[src/rtl/control_pkg.sv]
// Shared definitions for the control pipeline: opcodes, ALU/RAM/writeback
// encodings and the per-stage control bundle carried from EX to WB.
package control_pkg;

   localparam logic [7:0] OP_NOP   = 8'h00;
   localparam logic [7:0] OP_SETHI = 8'h0B;
   localparam logic [7:0] OP_BNE   = 8'h12;
   localparam logic [7:0] OP_CALL  = 8'h40;
   localparam logic [7:0] OP_JMPL  = 8'h81;
   localparam logic [7:0] OP_SUBCC = 8'h86;
   localparam logic [7:0] OP_ADD   = 8'h8A;
   localparam logic [7:0] OP_LD    = 8'hC0;
   localparam logic [7:0] OP_LDUH  = 8'hC2;
   localparam logic [7:0] OP_LDUB  = 8'hC4;
   localparam logic [7:0] OP_ST    = 8'hC8;
   localparam logic [7:0] OP_STB   = 8'hCA;
   localparam logic [7:0] OP_STH   = 8'hCE;

   typedef enum logic [3:0] {
      ALU_ADD   = 4'd0,
      ALU_SUB   = 4'd1,
      ALU_SETHI = 4'd5
   } alu_op_e;

   typedef enum logic [1:0] {
      SIZE_BYTE = 2'b00,
      SIZE_HALF = 2'b01,
      SIZE_WORD = 2'b10
   } ram_size_e;

   typedef enum logic [1:0] {
      WB_ALU  = 2'b00,
      WB_LOAD = 2'b01,
      WB_CALL = 2'b10,
      WB_JMPL = 2'b11
   } wb_sel_e;

   typedef struct packed {
      logic      valid;
      alu_op_e   alu_op;
      logic      alu_src;
      logic      psr_en;
      logic      branch;
      logic      call;
      logic      jmpl;
      logic      target_sel;
      logic      ram_en;
      logic      ram_rw;
      ram_size_e ram_size;
      logic      load;
      logic      rf_le;
      wb_sel_e   wb_sel;
   } stage_ctl_t;

   localparam stage_ctl_t CTL_BUBBLE = '0;

endpackage

[src/rtl/control_pipe_if.sv]
// Instruction input, pipeline controls and the EX/MEM/WB control bundles.
// The upstream stage presents instr/instr_valid and must hold instr while stall=1.
interface control_pipe_if #(
   parameter int DATA_W = 32,
   parameter int RA_W   = 5
);
   logic [DATA_W-1:0] instr;
   logic              instr_valid;
   logic              LE;
   logic              flush;
   logic              stall;

   logic              ex_valid;
   logic [3:0]        ex_alu_op;
   logic              ex_alu_src;
   logic              ex_psr_en;
   logic              ex_branch;
   logic              ex_call;
   logic              ex_jmpl;
   logic              ex_target_sel;
   logic [DATA_W-1:0] ex_imm;
   logic [RA_W-1:0]   ex_rs1;
   logic [RA_W-1:0]   ex_rs2;
   logic [RA_W-1:0]   ex_rd;

   logic              mem_valid;
   logic              mem_ram_en;
   logic              mem_ram_rw;
   logic [1:0]        mem_ram_size;
   logic              mem_load;
   logic [RA_W-1:0]   mem_rd;

   logic              wb_valid;
   logic              wb_rf_le;
   logic [1:0]        wb_sel;
   logic [RA_W-1:0]   wb_rd;

   logic              illegal_op;

   modport master (
      output instr, instr_valid, LE, flush,
      input  stall,
      input  ex_valid, ex_alu_op, ex_alu_src, ex_psr_en, ex_branch, ex_call,
             ex_jmpl, ex_target_sel, ex_imm, ex_rs1, ex_rs2, ex_rd,
      input  mem_valid, mem_ram_en, mem_ram_rw, mem_ram_size, mem_load, mem_rd,
      input  wb_valid, wb_rf_le, wb_sel, wb_rd,
      input  illegal_op
   );

   modport slave (
      input  instr, instr_valid, LE, flush,
      output stall,
      output ex_valid, ex_alu_op, ex_alu_src, ex_psr_en, ex_branch, ex_call,
             ex_jmpl, ex_target_sel, ex_imm, ex_rs1, ex_rs2, ex_rd,
      output mem_valid, mem_ram_en, mem_ram_rw, mem_ram_size, mem_load, mem_rd,
      output wb_valid, wb_rf_le, wb_sel, wb_rd,
      output illegal_op
   );
endinterface

[src/rtl/control_decode.sv]
// Combinational ID-stage decoder: opcode in instr[31:24] to a control bundle
// plus immediate and register fields. Unknown or absent instructions give a bubble.
module control_decode
   import control_pkg::*;
#(
   parameter int DATA_W   = 32,
   parameter int RA_W     = 5,
   parameter int LINK_REG = 15
) (
   input  logic [DATA_W-1:0] instr,
   input  logic              instr_valid,
   output stage_ctl_t        ctl,
   output logic [DATA_W-1:0] imm,
   output logic [RA_W-1:0]   rs1,
   output logic [RA_W-1:0]   rs2,
   output logic [RA_W-1:0]   rd,
   output logic              illegal
);

   logic [7:0] opcode;
   logic       known;
   stage_ctl_t raw;

   assign opcode = instr[31:24];

   always_comb begin
      raw   = CTL_BUBBLE;
      known = 1'b1;
      imm   = DATA_W'($signed(instr[15:0]));
      rs1   = RA_W'(instr[23:19]);
      rs2   = RA_W'(instr[18:14]);
      rd    = RA_W'(instr[4:0]);
      unique case (opcode)
         OP_ADD: raw.rf_le = 1'b1;
         OP_SUBCC: begin
            raw.alu_op  = ALU_SUB;
            raw.alu_src = 1'b1;
            raw.psr_en  = 1'b1;
            raw.rf_le   = 1'b1;
         end
         OP_SETHI: begin
            raw.alu_op = ALU_SETHI;
            raw.rf_le  = 1'b1;
            imm        = DATA_W'({instr[21:0], 10'b0});
         end
         OP_LDUB, OP_LDUH, OP_LD: begin
            raw.ram_en   = 1'b1;
            raw.load     = 1'b1;
            raw.rf_le    = 1'b1;
            raw.wb_sel   = WB_LOAD;
            raw.ram_size = (opcode == OP_LDUB) ? SIZE_BYTE :
                           (opcode == OP_LDUH) ? SIZE_HALF : SIZE_WORD;
         end
         OP_STB, OP_STH, OP_ST: begin
            raw.ram_en   = 1'b1;
            raw.ram_rw   = 1'b1;
            raw.ram_size = (opcode == OP_STB) ? SIZE_BYTE :
                           (opcode == OP_STH) ? SIZE_HALF : SIZE_WORD;
         end
         OP_BNE: begin
            raw.branch     = 1'b1;
            raw.target_sel = 1'b1;
         end
         OP_CALL: begin
            raw.call   = 1'b1;
            raw.rf_le  = 1'b1;
            raw.wb_sel = WB_CALL;
            rd         = RA_W'(LINK_REG);
         end
         OP_JMPL: begin
            raw.jmpl   = 1'b1;
            raw.rf_le  = 1'b1;
            raw.wb_sel = WB_JMPL;
         end
         OP_NOP: ;
         default: known = 1'b0;
      endcase
      // r0 is hardwired, so no stage may ever request a write to it.
      if (rd == '0) raw.rf_le = 1'b0;
      raw.valid = 1'b1;
   end

   assign illegal = instr_valid & ~known;
   assign ctl     = (instr_valid & known) ? raw : CTL_BUBBLE;

endmodule

[src/rtl/control_pipe.sv]
// ID->EX->MEM->WB control pipeline with load-use stall and EX-resolved flush.
// Decode is combinational on the ID instruction; each later stage is a register.
module control_pipe
   import control_pkg::*;
#(
   parameter int DATA_W   = 32,
   parameter int RA_W     = 5,
   parameter int LINK_REG = 15
) (
   input logic         clk,
   input logic         rst,
   control_pipe_if.slave bus
);

   stage_ctl_t        dec_ctl;
   logic [DATA_W-1:0] dec_imm;
   logic [RA_W-1:0]   dec_rs1, dec_rs2, dec_rd;
   logic              dec_illegal;

   stage_ctl_t        ex_q, ex_d, mem_q, mem_d, wb_q, wb_d;
   logic [DATA_W-1:0] ex_imm_q, ex_imm_d;
   logic [RA_W-1:0]   ex_rs1_q, ex_rs1_d, ex_rs2_q, ex_rs2_d, ex_rd_q, ex_rd_d;
   logic [RA_W-1:0]   mem_rd_q, mem_rd_d, wb_rd_q, wb_rd_d;
   logic              illegal_q, illegal_d;
   logic              stall;

   control_decode #(
      .DATA_W   (DATA_W),
      .RA_W     (RA_W),
      .LINK_REG (LINK_REG)
   ) u_decode (
      .instr       (bus.instr),
      .instr_valid (bus.instr_valid),
      .ctl         (dec_ctl),
      .imm         (dec_imm),
      .rs1         (dec_rs1),
      .rs2         (dec_rs2),
      .rd          (dec_rd),
      .illegal     (dec_illegal)
   );

   // Independent of LE so upstream can keep holding instr while frozen.
   assign stall = ex_q.valid & ex_q.load & (ex_rd_q != '0) & dec_ctl.valid &
                  ((ex_rd_q == dec_rs1) | (ex_rd_q == dec_rs2));

   always_comb begin
      ex_d      = ex_q;
      ex_imm_d  = ex_imm_q;
      ex_rs1_d  = ex_rs1_q;
      ex_rs2_d  = ex_rs2_q;
      ex_rd_d   = ex_rd_q;
      mem_d     = mem_q;
      mem_rd_d  = mem_rd_q;
      wb_d      = wb_q;
      wb_rd_d   = wb_rd_q;
      illegal_d = illegal_q | dec_illegal;
      if (bus.LE) begin
         wb_d     = mem_q;
         wb_rd_d  = mem_rd_q;
         mem_d    = ex_q;
         mem_rd_d = ex_rd_q;
         if (bus.flush || stall || !dec_ctl.valid) begin
            ex_d     = CTL_BUBBLE;
            ex_imm_d = '0;
            ex_rs1_d = '0;
            ex_rs2_d = '0;
            ex_rd_d  = '0;
         end else begin
            ex_d     = dec_ctl;
            ex_imm_d = dec_imm;
            ex_rs1_d = dec_rs1;
            ex_rs2_d = dec_rs2;
            ex_rd_d  = dec_rd;
         end
      end
   end

   always_ff @(posedge clk) begin
      if (rst) begin
         ex_q      <= CTL_BUBBLE;
         ex_imm_q  <= '0;
         ex_rs1_q  <= '0;
         ex_rs2_q  <= '0;
         ex_rd_q   <= '0;
         mem_q     <= CTL_BUBBLE;
         mem_rd_q  <= '0;
         wb_q      <= CTL_BUBBLE;
         wb_rd_q   <= '0;
         illegal_q <= 1'b0;
      end else begin
         ex_q      <= ex_d;
         ex_imm_q  <= ex_imm_d;
         ex_rs1_q  <= ex_rs1_d;
         ex_rs2_q  <= ex_rs2_d;
         ex_rd_q   <= ex_rd_d;
         mem_q     <= mem_d;
         mem_rd_q  <= mem_rd_d;
         wb_q      <= wb_d;
         wb_rd_q   <= wb_rd_d;
         illegal_q <= illegal_d;
      end
   end

   assign bus.stall         = stall;
   assign bus.ex_valid      = ex_q.valid;
   assign bus.ex_alu_op     = ex_q.alu_op;
   assign bus.ex_alu_src    = ex_q.alu_src;
   assign bus.ex_psr_en     = ex_q.psr_en;
   assign bus.ex_branch     = ex_q.branch;
   assign bus.ex_call       = ex_q.call;
   assign bus.ex_jmpl       = ex_q.jmpl;
   assign bus.ex_target_sel = ex_q.target_sel;
   assign bus.ex_imm        = ex_imm_q;
   assign bus.ex_rs1        = ex_rs1_q;
   assign bus.ex_rs2        = ex_rs2_q;
   assign bus.ex_rd         = ex_rd_q;
   assign bus.mem_valid     = mem_q.valid;
   assign bus.mem_ram_en    = mem_q.ram_en;
   assign bus.mem_ram_rw    = mem_q.ram_rw;
   assign bus.mem_ram_size  = mem_q.ram_size;
   assign bus.mem_load      = mem_q.load;
   assign bus.mem_rd        = mem_rd_q;
   assign bus.wb_valid      = wb_q.valid;
   assign bus.wb_rf_le      = wb_q.rf_le;
   assign bus.wb_sel        = wb_q.wb_sel;
   assign bus.wb_rd         = wb_rd_q;
   assign bus.illegal_op    = illegal_q;

endmodule

[src/flat_wrapper.sv]
// flat-port wrapper written by rule: the top's interface ports become plain ports
module control_pipe_flat import control_pkg::*;
#(
   parameter int DATA_W   = 32,
   parameter int RA_W     = 5,
   parameter int LINK_REG = 15
)
  (clk, rst, bus_instr, bus_instr_valid, bus_LE, bus_flush, bus_stall, bus_ex_valid, bus_ex_alu_op, bus_ex_alu_src, bus_ex_psr_en, bus_ex_branch, bus_ex_call, bus_ex_jmpl, bus_ex_target_sel, bus_ex_imm, bus_ex_rs1, bus_ex_rs2, bus_ex_rd, bus_mem_valid, bus_mem_ram_en, bus_mem_ram_rw, bus_mem_ram_size, bus_mem_load, bus_mem_rd, bus_wb_valid, bus_wb_rf_le, bus_wb_sel, bus_wb_rd, bus_illegal_op);
  control_pipe_if #(.DATA_W(DATA_W), .RA_W(RA_W)) bus_i ();
  input logic clk;
  input logic rst;
  input wire logic [$bits(bus_i.instr)-1:0] bus_instr;
  input wire logic [$bits(bus_i.instr_valid)-1:0] bus_instr_valid;
  input wire logic [$bits(bus_i.LE)-1:0] bus_LE;
  input wire logic [$bits(bus_i.flush)-1:0] bus_flush;
  output wire logic [$bits(bus_i.stall)-1:0] bus_stall;
  output wire logic [$bits(bus_i.ex_valid)-1:0] bus_ex_valid;
  output wire logic [$bits(bus_i.ex_alu_op)-1:0] bus_ex_alu_op;
  output wire logic [$bits(bus_i.ex_alu_src)-1:0] bus_ex_alu_src;
  output wire logic [$bits(bus_i.ex_psr_en)-1:0] bus_ex_psr_en;
  output wire logic [$bits(bus_i.ex_branch)-1:0] bus_ex_branch;
  output wire logic [$bits(bus_i.ex_call)-1:0] bus_ex_call;
  output wire logic [$bits(bus_i.ex_jmpl)-1:0] bus_ex_jmpl;
  output wire logic [$bits(bus_i.ex_target_sel)-1:0] bus_ex_target_sel;
  output wire logic [$bits(bus_i.ex_imm)-1:0] bus_ex_imm;
  output wire logic [$bits(bus_i.ex_rs1)-1:0] bus_ex_rs1;
  output wire logic [$bits(bus_i.ex_rs2)-1:0] bus_ex_rs2;
  output wire logic [$bits(bus_i.ex_rd)-1:0] bus_ex_rd;
  output wire logic [$bits(bus_i.mem_valid)-1:0] bus_mem_valid;
  output wire logic [$bits(bus_i.mem_ram_en)-1:0] bus_mem_ram_en;
  output wire logic [$bits(bus_i.mem_ram_rw)-1:0] bus_mem_ram_rw;
  output wire logic [$bits(bus_i.mem_ram_size)-1:0] bus_mem_ram_size;
  output wire logic [$bits(bus_i.mem_load)-1:0] bus_mem_load;
  output wire logic [$bits(bus_i.mem_rd)-1:0] bus_mem_rd;
  output wire logic [$bits(bus_i.wb_valid)-1:0] bus_wb_valid;
  output wire logic [$bits(bus_i.wb_rf_le)-1:0] bus_wb_rf_le;
  output wire logic [$bits(bus_i.wb_sel)-1:0] bus_wb_sel;
  output wire logic [$bits(bus_i.wb_rd)-1:0] bus_wb_rd;
  output wire logic [$bits(bus_i.illegal_op)-1:0] bus_illegal_op;
  assign bus_i.instr = bus_instr;
  assign bus_i.instr_valid = bus_instr_valid;
  assign bus_i.LE = bus_LE;
  assign bus_i.flush = bus_flush;
  assign bus_stall = bus_i.stall;
  assign bus_ex_valid = bus_i.ex_valid;
  assign bus_ex_alu_op = bus_i.ex_alu_op;
  assign bus_ex_alu_src = bus_i.ex_alu_src;
  assign bus_ex_psr_en = bus_i.ex_psr_en;
  assign bus_ex_branch = bus_i.ex_branch;
  assign bus_ex_call = bus_i.ex_call;
  assign bus_ex_jmpl = bus_i.ex_jmpl;
  assign bus_ex_target_sel = bus_i.ex_target_sel;
  assign bus_ex_imm = bus_i.ex_imm;
  assign bus_ex_rs1 = bus_i.ex_rs1;
  assign bus_ex_rs2 = bus_i.ex_rs2;
  assign bus_ex_rd = bus_i.ex_rd;
  assign bus_mem_valid = bus_i.mem_valid;
  assign bus_mem_ram_en = bus_i.mem_ram_en;
  assign bus_mem_ram_rw = bus_i.mem_ram_rw;
  assign bus_mem_ram_size = bus_i.mem_ram_size;
  assign bus_mem_load = bus_i.mem_load;
  assign bus_mem_rd = bus_i.mem_rd;
  assign bus_wb_valid = bus_i.wb_valid;
  assign bus_wb_rf_le = bus_i.wb_rf_le;
  assign bus_wb_sel = bus_i.wb_sel;
  assign bus_wb_rd = bus_i.wb_rd;
  assign bus_illegal_op = bus_i.illegal_op;
  control_pipe #(.DATA_W(DATA_W), .RA_W(RA_W), .LINK_REG(LINK_REG)) u_core (.clk(clk), .rst(rst), .bus(bus_i));
endmodule
[config.mk]
export PLATFORM = sky130hd
export DESIGN_NAME = control_pipe_flat
export DESIGN_NICKNAME = d
export VERILOG_FILES = /design/src/rtl/control_pkg.sv /design/src/rtl/control_pipe_if.sv /design/src/rtl/control_decode.sv /design/src/rtl/control_pipe.sv /design/src/flat_wrapper.sv
export SDC_FILE = /design/constraint.sdc
export NUM_CORES = 1
export LEC_CHECK = 0
export ABC_AREA = 1
export CAP_MARGIN = 10
export CORE_MARGIN = 8
export CORE_UTILIZATION = 45
export CTS_CLUSTER_SIZE = 25
export DETAILED_ROUTE_END_ITERATION = 12
export PLACE_DENSITY_LB_ADDON = 0.05
export SYNTH_ARGS = -nofsm -noshare
export SYNTH_HDL_FRONTEND = slang
export SYNTH_SLANG_ARGS = --single-unit
[constraint.sdc]
create_clock -name clk -period 1.93 [get_ports clk]
set_input_delay 0.2895 -clock clk [delete_from_list [all_inputs] [get_ports clk]]
set_output_delay 0.2895 -clock clk [all_outputs]
set_load 0.005 [all_outputs]
==> qor.txt <==
Hold-fix buffers, CTS -> 0
Hold WC Path Type -> primary input to flop
peak supply drop -> 0.337 mV
Synth Instances -> 581
clk root buf -> clkbuf_8
number of enable flip-flop cells after synthesis -> 0
most common flop cell mapped by yosys -> dfxtp_1
cell accounting for the most synthesized area -> dfxtp_1
Most Used Layer, Global Route -> met2
clock buffer depth -> 2
CTS tree -> done
Routed Antenna Nets -> 0
CP Data Required Time -> 1.64 ns
worst slew pin tran -> 0.792 ns
post-route cell area -> 5700 um^2
synthesis-to-layout area growth -> 41.8%
GRT overflow -> 0
Layout fillers -> 814
placed inst area -> 5360 um^2
height of the die -> 111 um
Final Hold Vio Count -> 0
Tot Pwr -> 3.48 mW
wire per inst -> 14.6 um
Synth top area share -> 42.3%
DR vias -> 4,104
first-pass iteration count of the detailed router -> 5
crit path max fanout -> 6
GR Util All Layers -> 18.9%
Clock transition at path regs -> 0.10 ns
syn avg cell area -> 6.93 um^2
initial antenna violation count -> 0
Layout Nets -> 737
number of max-cap violations -> 0
sequential element share of the synthesized area -> 42.3%
met3 usage -> 7.36%
largest net degree at the start of global routing -> 86
Post-Syn Area -> 4020 um^2
critical path arrival -> 1.50 ns
dpl ws -> -0.661 ns
minimum clock period -> 1.79 ns
H-tree Lvls -> 3
GPL Wtd Cong -> 0.964
Yosys reg bits -> 85
clock latency on the worst-skew pair -> 0.36 ns
Final TNS setup -> 0 ns
CP Capture Type -> output pin
core area -> 8680 um^2
Tcrit/Tclk final -> 93.0%
unrepaired setup endpoints after global routing -> false
number of distinct library cells after synthesis -> 26
Num CTS Buffers -> 9
die area -> 12,200 um^2
Post-synth ARST share -> 0%
Clock Sinks -> 85
Leakage Power -> 2.33 nW
DRC -> 0
DP Wirelength -> 8250 um
Port Buffer Count -> 114
number of global-route vias before repair -> 3,988
slack of the critical path -> 0.136 ns
critical path class -> flop to output pin
DR iter-0 viols -> 207
status -> complete, no violations
Yosys warnings -> 0
Max Slew Vio Count -> 0
top post-synthesis cells by area -> dfxtp_1 (42%), nand2_1 (16%), a21oi_1 (9.5%)
met1 usage in global routing -> 22.6%
layout cell share with drive strength beyond 1 -> 17.3%
Final Skew -> 0.0113 ns
io pins -> 117
PwrDens -> 611 nW/um^2
fmax -> 557 MHz
first-pass GRT wire length -> 19,500 um
Post-Route WL -> 11,900 um
final setup fails -> 0
crit path launch type -> flop
n_diodes -> 0
die width -> 111 um
row count -> 34
Initial Util -> 46.4%
GR Layer Usage met2 -> 31.1%
vias per cell -> 5.05
Slew headroom -> 47.2%
worst paths after layout:
path	from	endpoint	slack [ns]	depth (start not counted)
setup / recovery	u_core.bus.ex_rd[0]	bus_stall	0.14	9
hold reg to reg	u_core.bus.mem_load	u_core.bus.mem_load	0.46	2
setup reg to reg	u_core.bus.ex_rd[3]	u_core.bus.ex_rd[3]	0.19	9
hold / removal	bus_instr[16]	u_core.bus.ex_rs2[2]	0.37	4
routing by layer:
metal | share of wire [%] | wire length [um]
met1 | 43 | 5070
met2 | 48 | 5720
met3 | 8.3 | 983
met4 | 1.1 | 130
met5 | 0 | 0
area by class of cell:
cell class	instances	area, um^2	share of cell area (%)
multi-input cells	399	1980	34.6
flip-flops and latches	85	1710	30.1
repair buffers	152	1480	25.9
inverters	53	199	3.49
well taps	108	135	2.37
clock buffers	9	124	2.17
clock inverters	7	78.8	1.38
power by group:
part / total (mW) / internal (mW) / leakage, nW / switching (mW)
registers: 1.77 / 1.76 / 0.689 / 0.00724
logic: 0.378 / 0.158 / 1.53 / 0.220
clock network: 1.34 / 0.618 / 0.105 / 0.721
critical path: stages, from the launching register on:
cell	delay (ns)
dfxtp_4	0.37
buf_4	0.14
nand2_1	0.05
nand2_1	0.04
nor2_1	0.09
nand3_1	0.08
nand2_2	0.10
nand2_1	0.06
nor2_2	0.08
buf_2	0.12
cells by family after synthesis:
kind of cell | synth area share, %
compound gates | 14.6
simple gates | 31.1
buf+inv | 11.3
flops | 42.3
other cells | 0.0932
xor+xnor | 0.653
cell usage after synthesis (2+ instances only):
cell	count
a211oi_1	4
a21oi_1	76
a21oi_2	6
buf_2	4
buf_4	10
buf_6	6
clkbuf_1	24
dfxtp_1	85
inv_1	51
inv_2	2
nand2_1	169
nand2_2	2
nand3_1	60
nand3_2	12
nor2_1	36
nor2_2	5
o21ai_0	19
xnor2_1	2
stage by stage:
step,hold slack [ns],std cells,utilization (%)
finish,0.369,813,65.7
detailed placement,0.453,794,61.8
global placement,0.447,794,61.8
CTS,0.432,810,64.6
floorplan,0.432,582,-
global route,0.382,813,65.7
state kept, by name, summed over array words and instances, names as in the netlist, 2 cells and up:
name,cells
u_core.bus.ex_rs1,5
u_core.ex_q,8
u_core.bus.ex_alu_op,2
u_core.bus.ex_rd,5
u_core.mem_q,3
u_core.bus.mem_rd,5
u_core.bus.ex_rs2,4
u_core.bus.mem_ram_size,2
u_core.bus.wb_sel,2
u_core.bus.wb_rd,5
u_core.bus.ex_imm,32
placed cells by master, fill, tap and decap left out:
cell,Yosys,final
buf_6,6,1
clkinv_4,0,1
dlymetal6s2s_1,0,9
buf_2,4,2
dfxtp_4,0,3
inv_6,0,4
nor3_1,1,1
nand3_2,12,14
nand2_2,2,11
clkdlybuf4s50_1,0,100
nand2_4,0,3
clkbuf_8,0,9
o21ai_0,19,19
dfxtp_1,85,81
conb_1,1,2
bufinv_16,0,1
nand2_1,169,157
nor2_1,36,29
buf_12,0,4
nor2_4,0,5
a21oi_1,76,76
a211oi_1,4,4
inv_2,2,11
nand4_1,1,1
dfxtp_2,0,1
clkbuf_2,0,3
xor2_1,1,1
clkinv_2,0,1
inv_1,51,42
nor4_1,1,1
nand3_1,60,58
a21oi_2,6,6
a21boi_4,0,1
buf_4,10,33
a21oi_4,1,1
nor2_2,5,7
xnor2_1,2,2
repair_timing:
item	in CTS	in global routing
buffers inserted	0	3
gates resized for setup	26	42
setup endpoints to repair	62	62
pin swaps	4	11
(Power assumes the default switching activity.)
